File: src/rtl/dmem_access_ctrl.sv
// -----------------------------------------------------------------------------
// dmem_access_ctrl
//   Sequences MEM-stage loads and stores onto a word-addressed data memory
//   through a req/gnt/rvalid handshake. Accesses that cross a word boundary
//   are split into two word beats. Store data is lane-positioned with byte
//   enables. Load data is merged across beats and sign/zero-extended.
//
// Ports
//   CPU_CLK, CPU_RST       clock (rising edge), async active-high reset
//   req_valid              MEM stage presents an access (stable while stall)
//   req_we                 1 = store, 0 = load
//   req_size               00 byte, 01 half, 10/11 word
//   req_unsigned           zero-extend loads
//   req_addr, req_wdata    byte address, right-aligned store data
//   stall                  freeze the pipeline (combinational)
//   resp_valid, resp_rdata completion pulse and extended load data
//   mem_req, mem_we, mem_be, mem_addr, mem_wdata   registered memory request
//   mem_gnt, mem_rvalid, mem_rdata                  memory response
// -----------------------------------------------------------------------------
module dmem_access_ctrl #(
  parameter int ADDR_W = 30
) (
  input  logic              CPU_CLK,
  input  logic              CPU_RST,
  input  logic              req_valid,
  input  logic              req_we,
  input  logic [1:0]        req_size,
  input  logic              req_unsigned,
  input  logic [31:0]       req_addr,
  input  logic [31:0]       req_wdata,
  output logic              stall,
  output logic              resp_valid,
  output logic [31:0]       resp_rdata,
  output logic              mem_req,
  output logic              mem_we,
  output logic [3:0]        mem_be,
  output logic [ADDR_W-1:0] mem_addr,
  output logic [31:0]       mem_wdata,
  input  logic              mem_gnt,
  input  logic              mem_rvalid,
  input  logic [31:0]       mem_rdata
);

  typedef enum logic [2:0] {IDLE, REQ0, WAIT0, REQ1, WAIT1, DONE} state_e;

  state_e            state_q, state_d;
  logic              mem_req_q, mem_req_d;
  logic              mem_we_q, mem_we_d;
  logic [3:0]        mem_be_q, mem_be_d;
  logic [ADDR_W-1:0] mem_addr_q, mem_addr_d;
  logic [31:0]       mem_wdata_q, mem_wdata_d;
  logic              resp_valid_q, resp_valid_d;
  logic [31:0]       resp_rdata_q, resp_rdata_d;
  logic [31:0]       d0_q, d0_d;

  // Lane math, derived from the request which is held stable while stalled.
  logic [1:0]        offset;
  logic [3:0]        size_mask;
  logic [7:0]        mask8;
  logic [63:0]       wd64;
  logic              split;
  logic [ADDR_W-1:0] first_addr, second_addr;
  logic [63:0]       rd_pair;
  logic [31:0]       merged;
  logic [31:0]       load_result;

  always_comb begin
    offset = req_addr[1:0];
    case (req_size)
      2'b00:   size_mask = 4'b0001;
      2'b01:   size_mask = 4'b0011;
      default: size_mask = 4'b1111;  // 11 behaves as a word
    endcase
    mask8 = {4'b0000, size_mask} << offset;
    wd64  = {32'b0, req_wdata} << {offset, 3'b000};
    split = |mask8[7:4];
  end

  assign first_addr  = req_addr[ADDR_W+1:2];
  assign second_addr = first_addr + ADDR_W'(1);  // wraps modulo 2^ADDR_W

  // Merge is evaluated in the cycle the last beat's data arrives, so the
  // final word comes straight from mem_rdata; an unsplit access never reaches
  // above 32 bits after the shift, so the upper half is don't-care.
  always_comb begin
    rd_pair = (state_q == WAIT1) ? {mem_rdata, d0_q} : {32'b0, mem_rdata};
    merged  = 32'(rd_pair >> {offset, 3'b000});
    case (req_size)
      2'b00:   load_result = {{24{~req_unsigned & merged[7]}},  merged[7:0]};
      2'b01:   load_result = {{16{~req_unsigned & merged[15]}}, merged[15:0]};
      default: load_result = merged;
    endcase
    if (req_we) load_result = '0;
  end

  always_comb begin
    // NOTE: every signal gets a default before the case so no path leaves one
    // unassigned; an unassigned path in always_comb would infer a latch.
    state_d      = state_q;
    mem_req_d    = mem_req_q;
    mem_we_d     = mem_we_q;
    mem_be_d     = mem_be_q;
    mem_addr_d   = mem_addr_q;
    mem_wdata_d  = mem_wdata_q;
    resp_valid_d = 1'b0;
    resp_rdata_d = resp_rdata_q;
    d0_d         = d0_q;

    case (state_q)
      IDLE: begin
        if (req_valid) begin
          mem_req_d   = 1'b1;
          mem_we_d    = req_we;
          mem_be_d    = mask8[3:0];
          mem_addr_d  = first_addr;
          mem_wdata_d = wd64[31:0];
          state_d     = REQ0;
        end
      end
      REQ0, REQ1: begin
        if (mem_gnt) begin
          mem_req_d = 1'b0;
          state_d   = (state_q == REQ0) ? WAIT0 : WAIT1;
        end
      end
      WAIT0: begin
        if (mem_rvalid) begin
          d0_d = mem_rdata;
          if (split) begin
            mem_req_d   = 1'b1;
            mem_be_d    = mask8[7:4];
            mem_addr_d  = second_addr;
            mem_wdata_d = wd64[63:32];
            state_d     = REQ1;
          end else begin
            resp_valid_d = 1'b1;
            resp_rdata_d = load_result;
            state_d      = DONE;
          end
        end
      end
      WAIT1: begin
        if (mem_rvalid) begin
          resp_valid_d = 1'b1;
          resp_rdata_d = load_result;
          state_d      = DONE;
        end
      end
      DONE:    state_d = IDLE;
      default: state_d = IDLE;
    endcase
  end

  always_ff @(posedge CPU_CLK or posedge CPU_RST) begin
    if (CPU_RST) begin
      state_q      <= IDLE;
      mem_req_q    <= 1'b0;
      mem_we_q     <= 1'b0;
      mem_be_q     <= '0;
      mem_addr_q   <= '0;
      mem_wdata_q  <= '0;
      resp_valid_q <= 1'b0;
      resp_rdata_q <= '0;
      d0_q         <= '0;
    end else begin
      // NOTE: non-blocking assignments so every flop samples pre-edge values.
      state_q      <= state_d;
      mem_req_q    <= mem_req_d;
      mem_we_q     <= mem_we_d;
      mem_be_q     <= mem_be_d;
      mem_addr_q   <= mem_addr_d;
      mem_wdata_q  <= mem_wdata_d;
      resp_valid_q <= resp_valid_d;
      resp_rdata_q <= resp_rdata_d;
      d0_q         <= d0_d;
    end
  end

  assign stall      = req_valid & (state_q != DONE);
  assign resp_valid = resp_valid_q;
  assign resp_rdata = resp_rdata_q;
  assign mem_req    = mem_req_q;
  assign mem_we     = mem_we_q;
  assign mem_be     = mem_be_q;
  assign mem_addr   = mem_addr_q;
  assign mem_wdata  = mem_wdata_q;

endmodule

File: config.mk
export PLATFORM = sky130hd
export DESIGN_NAME = dmem_access_ctrl
export DESIGN_NICKNAME = d
export VERILOG_FILES = /design/src/rtl/dmem_access_ctrl.sv
export SDC_FILE = /design/constraint.sdc
export NUM_CORES = 1
export LEC_CHECK = 0
export ABC_AREA = 1
export CAP_MARGIN = 20
export CORE_UTILIZATION = 35
export DETAILED_ROUTE_END_ITERATION = 12
export DONT_BUFFER_PORTS = 1
export PLACE_DENSITY = 0.5
export SKIP_CTS_REPAIR_TIMING = 1
export SYNTH_ARGS = -nofsm -noshare
export SYNTH_HDL_FRONTEND = slang
export SYNTH_SLANG_ARGS = --single-unit
File: constraint.sdc
create_clock -name CPU_CLK -period 9.47 [get_ports CPU_CLK]
set_input_delay 0.947 -clock CPU_CLK [delete_from_list [all_inputs] [get_ports CPU_CLK]]
set_output_delay 0.947 -clock CPU_CLK [all_outputs]
set_load 0.02 [all_outputs]
; After elaboration in Yosys (flattened, before gate mapping)
; Index checks and enable logic that the tools add are counted.
[classes]
n_addsub = 1
n_eq_ne = 12
shift = 3
n_mux = 36
bitwise = 4
n_reduce_logical = 13
[op_table]
columns = operator, n
row1 = 32-bit two-way mux, 7
row2 = 32-bit one-hot mux with 2 select lines, 3
row3 = 30-bit two-way mux, 3
row4 = 64-bit two-way mux, 1
row5 = 32-bit by 5-bit << shifter with 64-bit output, 1
row6 = 64-bit by 5-bit right shift with 32-bit output, 1
row7 = 30-bit one-hot mux with 2 select lines, 1
row8 = 30-bit by 1-bit adder with 30-bit output (second input constant), 1
row9 = 3-bit two-way mux, 6
row10 = 4-bit one-hot mux with 2 select lines, 2
row11 = 4-bit two-way mux, 3
row12 = 2-bit != test (second input constant), 6
row13 = 3-bit one-hot mux with 4 select lines, 1
row14 = 4-bit AND reduction, 3
row15 = 4-bit by 2-bit << shifter with 8-bit output, 1
row16 = 1-bit two-way mux, 7
row17 = 3-bit by 2-bit == test with 1-bit output (second input constant), 2
row18 = 5-bit AND reduction, 1
row19 = 2-bit AND reduction, 2
row20 = 2-bit nonzero test, 2
row21 = 4-bit OR reduction, 1
row22 = 1-bit AND, 3
row23 = 3-bit by 1-bit == test with 1-bit output (second input constant), 1
row24 = 3-bit == test (second input constant), 1
row25 = 9 further kinds, 9
[word_totals]
reg_bits = 136
inputBits = 105
output_inout_bits = 102
elab_cells = 78

; Logic depth before layout (Yosys ltp)
; Gate-level depths: netlist of run 1.
[logic_depth]
ltp_word = 9
ltp_mapped = 13

; Least setup slack after synthesis of run 1
; OpenSTA, ideal clock, no wires.
[synth_timing]
kind = input to register
from = input req_addr[1]
to = register mem_be_q[3], in the netlist mem_be[3]
arrival_time_ps = 2064
path_slack_ps = 7271
stages = 12
n_path_buf = 3
cell_sequence = buf_2 -> inv_2 -> nand2_2 -> nand3_2 -> nor2_2 -> inv_2 -> nand2_1 -> nand2_2 -> buf_6 -> buf_4 -> nand2_1 -> o31ai_1
[synth_between]
elab_chain_cells = 4
elab_cells_between_ends = 8
cone_classes = eq/ne: 1 / shift: 1 / mux: 4 / reduce/logical: 2
[synth_rtl]
columns = element, line
row1 = "start, declared", 29  ; input logic [31:0] req_addr,
row2 = 4-bit by 2-bit << shifter with 8-bit output *, 74  ; mask8 = {4'b0000, size_mask} << offset;
row3 = 4-bit OR reduction or 4-bit two-way mux (tied branches), "76, 129"
row4 = 2-bit != test (no line) or 4-bit two-way mux (tied branches), -
row5 = 4-bit AND reduction (no line) or 4-bit one-hot mux with 2 select lines (tied branches), -
row6 = "end signal, assigned", 170  ; mem_be_q <= mem_be_d;
row7 = "end, declared", 49  ; logic [3:0] mem_be_q, mem_be_d;
; Mark *: on every way between the ends. The rest lies on a longest branch, timed or not. The select of a mux whose other input is x is not followed.
; A chain may end at the register's enable or synchronous reset.

; Worst setup path in the final report of run 1
[layout_timing]
from = register state_q[1]
to = register resp_rdata_q[8], in the netlist resp_rdata[8]
[layout_between]
elab_chain_cells = 9
elab_cells_between_ends = 16
cone_classes = eq/ne: 5 / shift: 1 / mux: 7 / bitwise: 1 / reduce/logical: 2
[layout_rtl]
columns = element, line
row1 = "start, declared", 46  ; state_e state_q, state_d;
row2 = "start signal, assigned", 167  ; state_q <= state_d;
row3 = 3-bit == test, "86, 109"
row4 = 64-bit two-way mux, 86  ; rd_pair = (state_q == WAIT1) ? {mem_rdata, d0_q} : {32'b0, mem_rdata};
row5 = 64-bit by 5-bit right shift with 32-bit output, 87  ; merged = 32'(rd_pair >> {offset, 3'b000});
row6 = 1-bit AND, 89  ; 2'b00: load_result = {{24{~req_unsigned & merged[7]}}, merged[7:0]};
row7 = 32-bit one-hot mux with 2 select lines, 88  ; case (req_size)
row8 = 32-bit two-way mux, 93  ; if (req_we) load_result = '0;
row9 = 32-bit two-way mux, 129  ; if (split) begin
row10 = 32-bit two-way mux, 127  ; if (mem_rvalid) begin
row11 = 32-bit one-hot mux with 2 select lines, 109  ; case (state_q)
row12 = "end signal, assigned", 174  ; resp_rdata_q <= resp_rdata_d;
row13 = "end, declared", 53  ; logic [31:0] resp_rdata_q, resp_rdata_d;
; Parallel ways exist; a longest one is shown, timed or not. The select of a mux whose other input is x is not followed.

==> results.toml, run 1 <==
[power]
ir_drop_mv = 0.1243
power.leakage_nw = 4.562
power-per-cell-area_nw_per_um2 = 305.6

[logic_synthesis]
post-synth-top-area-cell = "dfrtp_1"
synth-adder-area-share = 0.001453
netlist-cell-type-count = 41
postSynthRegisterBits = 136
synth_simple_gate_area_share = 0.3748
post_synthesis_share_of_cell_area_spent_on_xor_and_xnor_gates = 0.01220
syn_area_um2 = 8613
ys_async_sr_fraction = 1.000
synth-compound-area-share = 0.1232
synth_cells = 1268
ys_warn_count = 0
number_of_enable_flip_flop_cells_after_synthesis = 0
synth.yosys.seq_area_share = 0.3951
dominant_combinational_cell_family_by_area_after_synthesis = "simple AND/OR/NAND/NOR gates"
post_synth_mux_area_share = 0.007699
synthesized_net_count = 1374
synthFlopType = "dfrtp_1"
synth.top_cell.area_share = 0.3951
post_synth_main_area_contributors = "dfrtp_1 (40%), nand2_1 (22%), nand3_1 (7.7%)"
synth.avg_cell_area_um2 = 6.793

[floorplanning]
fp.dieArea_um2 = 25240
core_um2 = 24250
io-pin-count = 207
chipWidth_um = 158.9
initial_core_util = 0.3552
num_rows = 57
dieHeight_um = 158.9

[timing]
report.final.hold_viol_count = 0
worst_slew_pin_tran_ps = 909.6
slew_headroom = 0.3927
grt_setup_unrepaired = "no"
clock.fmax_ghz = 0.3069
skew_ps = 9.999
post-route-worst-setup-slack_ps = 6211
setup-violations-final = 0
finalWorstPathRequiredPeriod_ps = 3259
totalNegativeSetupSlack_ps = 0
timing_max_transition_violations_final = 0
min_period_over_period = 0.3441

[worst_setup_path]
timing.critical_path.from = "state_q[1]$_DFFE_PP0P_"
path_class = "register to register"
rr_startpoint = "state_q[1]$_DFFE_PP0P_"
type_of_origin_of_the_critical_path = "register"
worstPathMaxFanout = 41
cp-end-kind = "register"
cp_data_required_time_ps = 9830
critical_path_arrival_ps = 3620

[cts]
numClockSinks = 136
numCtsBuffers = 17
ctsHtreeMaxLevel = 4
clk_transition_reported_paths_ps = 60
cts_tree = "done"
clockBufferDepth = 2
clockRootBuffer = "clkbuf_16"
clkLatencyLatePin_ps = 420

[placement]
finalWeightedCongestion = 0.8977
dp_hpwl_um = 20640
io_buffer_count = 0
placed_cells = 1526
dpl_worst_slack_ps = 6052

[drt]
drtPass1Iterations = 5
drt-vias-per-instance = 5.235
met2_wirelength_um = 14060
dr.first_iter.drc_count = 702
top_metal_used = "met4"
ant_nets = 0
dr_wl_met3_um = 2128
routedWlPerCell_um = 18.35
post_route_drc_violation_count = 0
wirelength_met1_um = 12020
via_count = 8162
postRouteWirelength_um = 28610

[grt]
grt_max_degree = 87
gr-total-overflow = 0
first_global_vias = 7912
antenna_violations_before_repair = 0
grt_first_pass_wirelength_um = 45260
grt.total_usage = 0.2302

[status]
run_status = "finished clean"

[worst_hold_path]
hp-class = "register to register"
timing.hold.worst.start = "d0_q[16]$_DFFE_PP0P_"

[flow_run]
cap_viol_max_count = 0

[finish]
layout.nets = 1328
num_antenna_cells = 0
post_layout_nonfiller_instances = 1559
areaGrowthSynthToFinish_pct = 8.425
layout-drive-gt1-share = 0.06640
-- cell usage after synthesis, types with 6 or more instances --
library cell	instances
nor2_1	83
buf_2	22
buf_4	15
or2_2	8
inv_1	78
nand3b_1	8
o21ai_0	89
nand4_1	8
nand2_1	503
dfrtp_1	136
nand3_1	133
a21oi_1	34
o31ai_1	10
buf_6	6
inv_2	9
a31oi_1	31
clkbuf_1	25
xor2_1	8
-- critical path: stages (launching register included) --
cell     delay [ps]
dfrtp_1         470
nor2_4          480
nand2_2         640
inv_2           740
nand2_1         190
o21ai_0         210
nor2_1           70
nor2_1          110
nand2_1          80
nand2_1          70
nand2_1          50
nand2_1          60
-- path summary, 6_finish.rpt --
path | end | depth (start not counted) | slack [ps]
min in group asynchronous | mem_addr[3]$_DFFE_PP0P_ | 1 | 550
worst max-delay path | resp_rdata[8]$_DFFE_PP0P_ | 11 | 6210
worst min-delay path | d0_q[16]$_DFFE_PP0P_ | 2 | 480
worst max register to register | resp_rdata[8]$_DFFE_PP0P_ | 11 | 6210
worst min register to register | d0_q[16]$_DFFE_PP0P_ | 2 | 480
max in group asynchronous | d0_q[23]$_DFFE_PP0P_ | 2 | 7700
-- report_power, final --
part	switching, mW	internal [mW]	leakage [nW]
Sequential	0.447	0.852	1.70
Clock	0.267	0.451	0.316
Combinational	0.558	0.280	2.54
-- through the flow --
step | total power, mW | instance area (um^2) | hold slack [ps] | utilization
final | 2.854 | 9339 | 480.8 | 0.3851
after floorplan | 1.963 | 8613 | 444.4 | -
after global placement | 2.139 | 8666 | 462.7 | 0.3574
after global routing | 3.073 | 9339 | 504.2 | 0.3851
after CTS | 2.889 | 9328 | 484.7 | 0.3847
after detailed placement | 2.159 | 8693 | 470.6 | 0.3585
-- layout by cell type (no fill, tap or decap), types with 2 or more instances in the layout --
cell type / count
nand2_1: 503
dfrtp_1: 136
nand3_1: 133
o21ai_0: 89
nor2_1: 83
inv_1: 77
a21oi_1: 34
a31oi_1: 31
clkbuf_16: 17
o31ai_1: 10
inv_2: 9
nand4_1: 8
nand3b_1: 8
or2_2: 8
xor2_1: 8
buf_4: 6
mux2_2: 5
nand2_2: 5
o2111ai_1: 5
o21ai_1: 5
o221ai_1: 5
clkbuf_8: 5
nand3_2: 4
nor3_1: 4
xnor2_1: 4
nand3_4: 3
bufinv_16: 3
clkinv_4: 3
clkinv_2: 3
nor2_2: 2
o21bai_1: 2
clkinv_1: 2
o22ai_1: 2
inv_6: 2
-- cell families (layout without fill, tap and decap cells) --
| group | Yosys count | count (layout) |
|---|---|---|
| compound gates | 186 | 186 |
| xor+xnor | 12 | 12 |
| fa+ha+maj | 1 | 1 |
| buf+inv | 162 | 129 |
| flops | 136 | 136 |
| mux | 6 | 6 |
| simple gates | 765 | 765 |
-- flip-flops by register name, summed over array words and instances, names as in the netlist, 3 cells and up --
register	cells
resp_rdata	32
d0_q	32
state_q	3
mem_wdata	32
mem_be	4
mem_addr	30
-- layer usage --
layer	vias to the layer above	GRT usage
li1	4013	-
met1	3876	0.2874
met2	248	0.3884
met3	25	0.06400
met4	0	0.06206
met5	-	0
-- final cells by class --
cell class              count  area (um^2)
clock buffers              22        494.2
clock inverters            10        140.1
fillers                  2611        14910
inverters                  89        339.1
multi-input cells         970         4473
flip-flops and latches    136         3403
well taps                 324        405.4
repair buffers              8        83.83
Power figures use the tool's default switching activity.
==> run 2: changes to the inputs <==
==> constraint.sdc (replaced) <==
create_clock -name CPU_CLK -period 3.3 [get_ports CPU_CLK]
set_input_delay 0.33 -clock CPU_CLK [delete_from_list [all_inputs] [get_ports CPU_CLK]]
set_output_delay 0.33 -clock CPU_CLK [all_outputs]
set_load 0.02 [all_outputs]
==> results.toml, run 2 (same netlist as run 1, synthesis figures left out) <==
[worst_setup_path]
r2r-end = "resp_rdata[19]$_DFFE_PP0P_"
cp_data_required_time_ps = 3660
rr_startpoint = "state_q[1]$_DFFE_PP0P_"
critical_path_arrival_ps = 2730
cp-end-kind = "register"
rr_worst_depth = 11
worstPathMaxFanout = 38
type_of_origin_of_the_critical_path = "register"
path_class = "register to register"
rrSetupSlack_ps = 940

[worst_hold_path]
worstHoldPathCells = 1
min_to = "state_q[2]$_DFFE_PP0P_"
timing.hold.worst.start = "mem_rvalid"
hp-class = "input port to register"

[timing]
finalWorstPathRequiredPeriod_ps = 2365
clock.fmax_ghz = 0.4229
totalNegativeSetupSlack_ps = 0
setup-violations-final = 0
timing_max_transition_violations_final = 0
hold_ws_ps = 44.48
worst_slew_pin_tran_ps = 1008
report.final.hold_viol_count = 0
slew_headroom = 0.3254
grt_setup_unrepaired = "no"
min_period_over_period = 0.7166
skew_ps = 8.811

[power]
p_switching_mw = 3.658
comb_power_share = 0.317
power-per-cell-area_nw_per_um2 = 852.9
power_frac_clock = 0.216
ir_drop_mv = 0.3972
seq_power_share = 0.468
power.leakage_nw = 4.526
internal_power_mw = 4.272
p_sw_frac = 0.4613

[floorplanning]
dieHeight_um = 158.9
core_um2 = 24250
initial_core_util = 0.3552
num_rows = 57
io-pin-count = 207
fp.dieArea_um2 = 25240
chipWidth_um = 158.9

[grt]
antenna_violations_before_repair = 0
first_global_vias = 8075
grt_max_degree = 74
grt.total_usage = 0.2349
gr-total-overflow = 0
grt_first_pass_wirelength_um = 46070

[cts]
numCtsBuffers = 17
clkLatencyLatePin_ps = 420
numClockSinks = 136
clockBufferDepth = 2
ctsHtreeMaxLevel = 4
clockRootBuffer = "clkbuf_16"
clk_transition_reported_paths_ps = 60
cts_tree = "done"

[finish]
num_antenna_cells = 0
layout.nets = 1336
layout-drive-gt1-share = 0.06769
mostFrequentLayoutCells = "nand2_1 (503), dfrtp_1 (136), nand3_1 (133), o21ai_0 (89), nor2_1 (83)"
most_common_cell_after_layout_fill_and_taps_aside = "nand2_1"
areaGrowthSynthToFinish_pct = 7.946

[drt]
drt-vias-per-instance = 5.238
top_metal_used = "met4"
met2_wirelength_um = 13940
dr_wl_met3_um = 2297
via_count = 8197
routedWlPerCell_um = 18.66
dr.first_iter.drc_count = 707
post_route_drc_violation_count = 0
drtPass1Iterations = 8
wirelength_met1_um = 12180
ant_nets = 0
postRouteWirelength_um = 29200

[flow_run]
cap_viol_max_count = 0

[placement]
finalWeightedCongestion = 0.8760
dp_hpwl_um = 21480
io_buffer_count = 0

[status]
run_status = "finished clean"
run 2: worst max-delay path, cell delays in order (launching register included):
cell     delay, ps
dfrtp_1        470
nor2_4         150
nand2_2        200
inv_2          550
nand2_1        200
nand2_1        100
nand2_1         50
inv_1           40
nand2_1         80
a21oi_1        300
nand2_1        100
nand2_1         60
run 2: power groups by stage:
stage               Combinational [mW]  Sequential (mW)  Clock (mW)
finish                            2.51             3.71        1.71
global route                      2.91             3.80        1.82
CTS                               2.54             3.72        1.76
detailed placement                2.54             3.74           0
global placement                  2.51             3.74           0
floorplan                         2.11             3.53           0
run 2: area by class of cell:
type / count / area [um^2]
Fill cell: 2638 / 14950
Inverter: 89 / 337.8
Tap cell: 324 / 405.4
Multi-Input combinational cell: 970 / 4473
Clock inverter: 9 / 55.05
Sequential cell: 136 / 3403
Timing Repair Buffer: 16 / 172.7
Clock buffer: 21 / 450.4
run 2: layer usage:
metal | vias up | global-route usage
li1 | 4033 | -
met1 | 3820 | 0.2857
met2 | 296 | 0.3917
met3 | 48 | 0.07132
met4 | 0 | 0.08260
met5 | - | 0
run 2: worst max-delay path by stage:
| stage | startpoint | endpoint | slack [ps] | depth (start not counted) |
|---|---|---|---|---|
| floorplan | CPU_RST | d0_q[0]$_DFFE_PP0P_ | 1280 | 1 |
| global placement | req_addr[0] | resp_rdata[26]$_DFFE_PP0P_ | 750 | 9 |
| detailed placement | req_addr[0] | resp_rdata[16]$_DFFE_PP0P_ | 740 | 9 |
| CTS | state_q[2]$_DFFE_PP0P_ | resp_rdata[2]$_DFFE_PP0P_ | 960 | 9 |
| global route | state_q[2]$_DFFE_PP0P_ | resp_rdata[2]$_DFFE_PP0P_ | 740 | 9 |
| finish | state_q[1]$_DFFE_PP0P_ | resp_rdata[19]$_DFFE_PP0P_ | 940 | 11 |
run 2: per-stage QoR:
| step | setup slack, ps | instance area [um^2] | instances | util | power [mW] |
|---|---|---|---|---|---|
| finish | 935.2 | 9298 | 1565 | 0.3834 | 7.930 |
| global route | 737.1 | 9298 | 1565 | 0.3834 | 8.534 |
| CTS | 955.3 | 9288 | 1564 | 0.3830 | 8.019 |
| detailed placement | 737.1 | 8782 | 1534 | 0.3622 | 6.283 |
| global placement | 754.8 | 8782 | 1534 | 0.3622 | 6.248 |
| floorplan | 1277 | 8617 | 1268 | - | 5.635 |
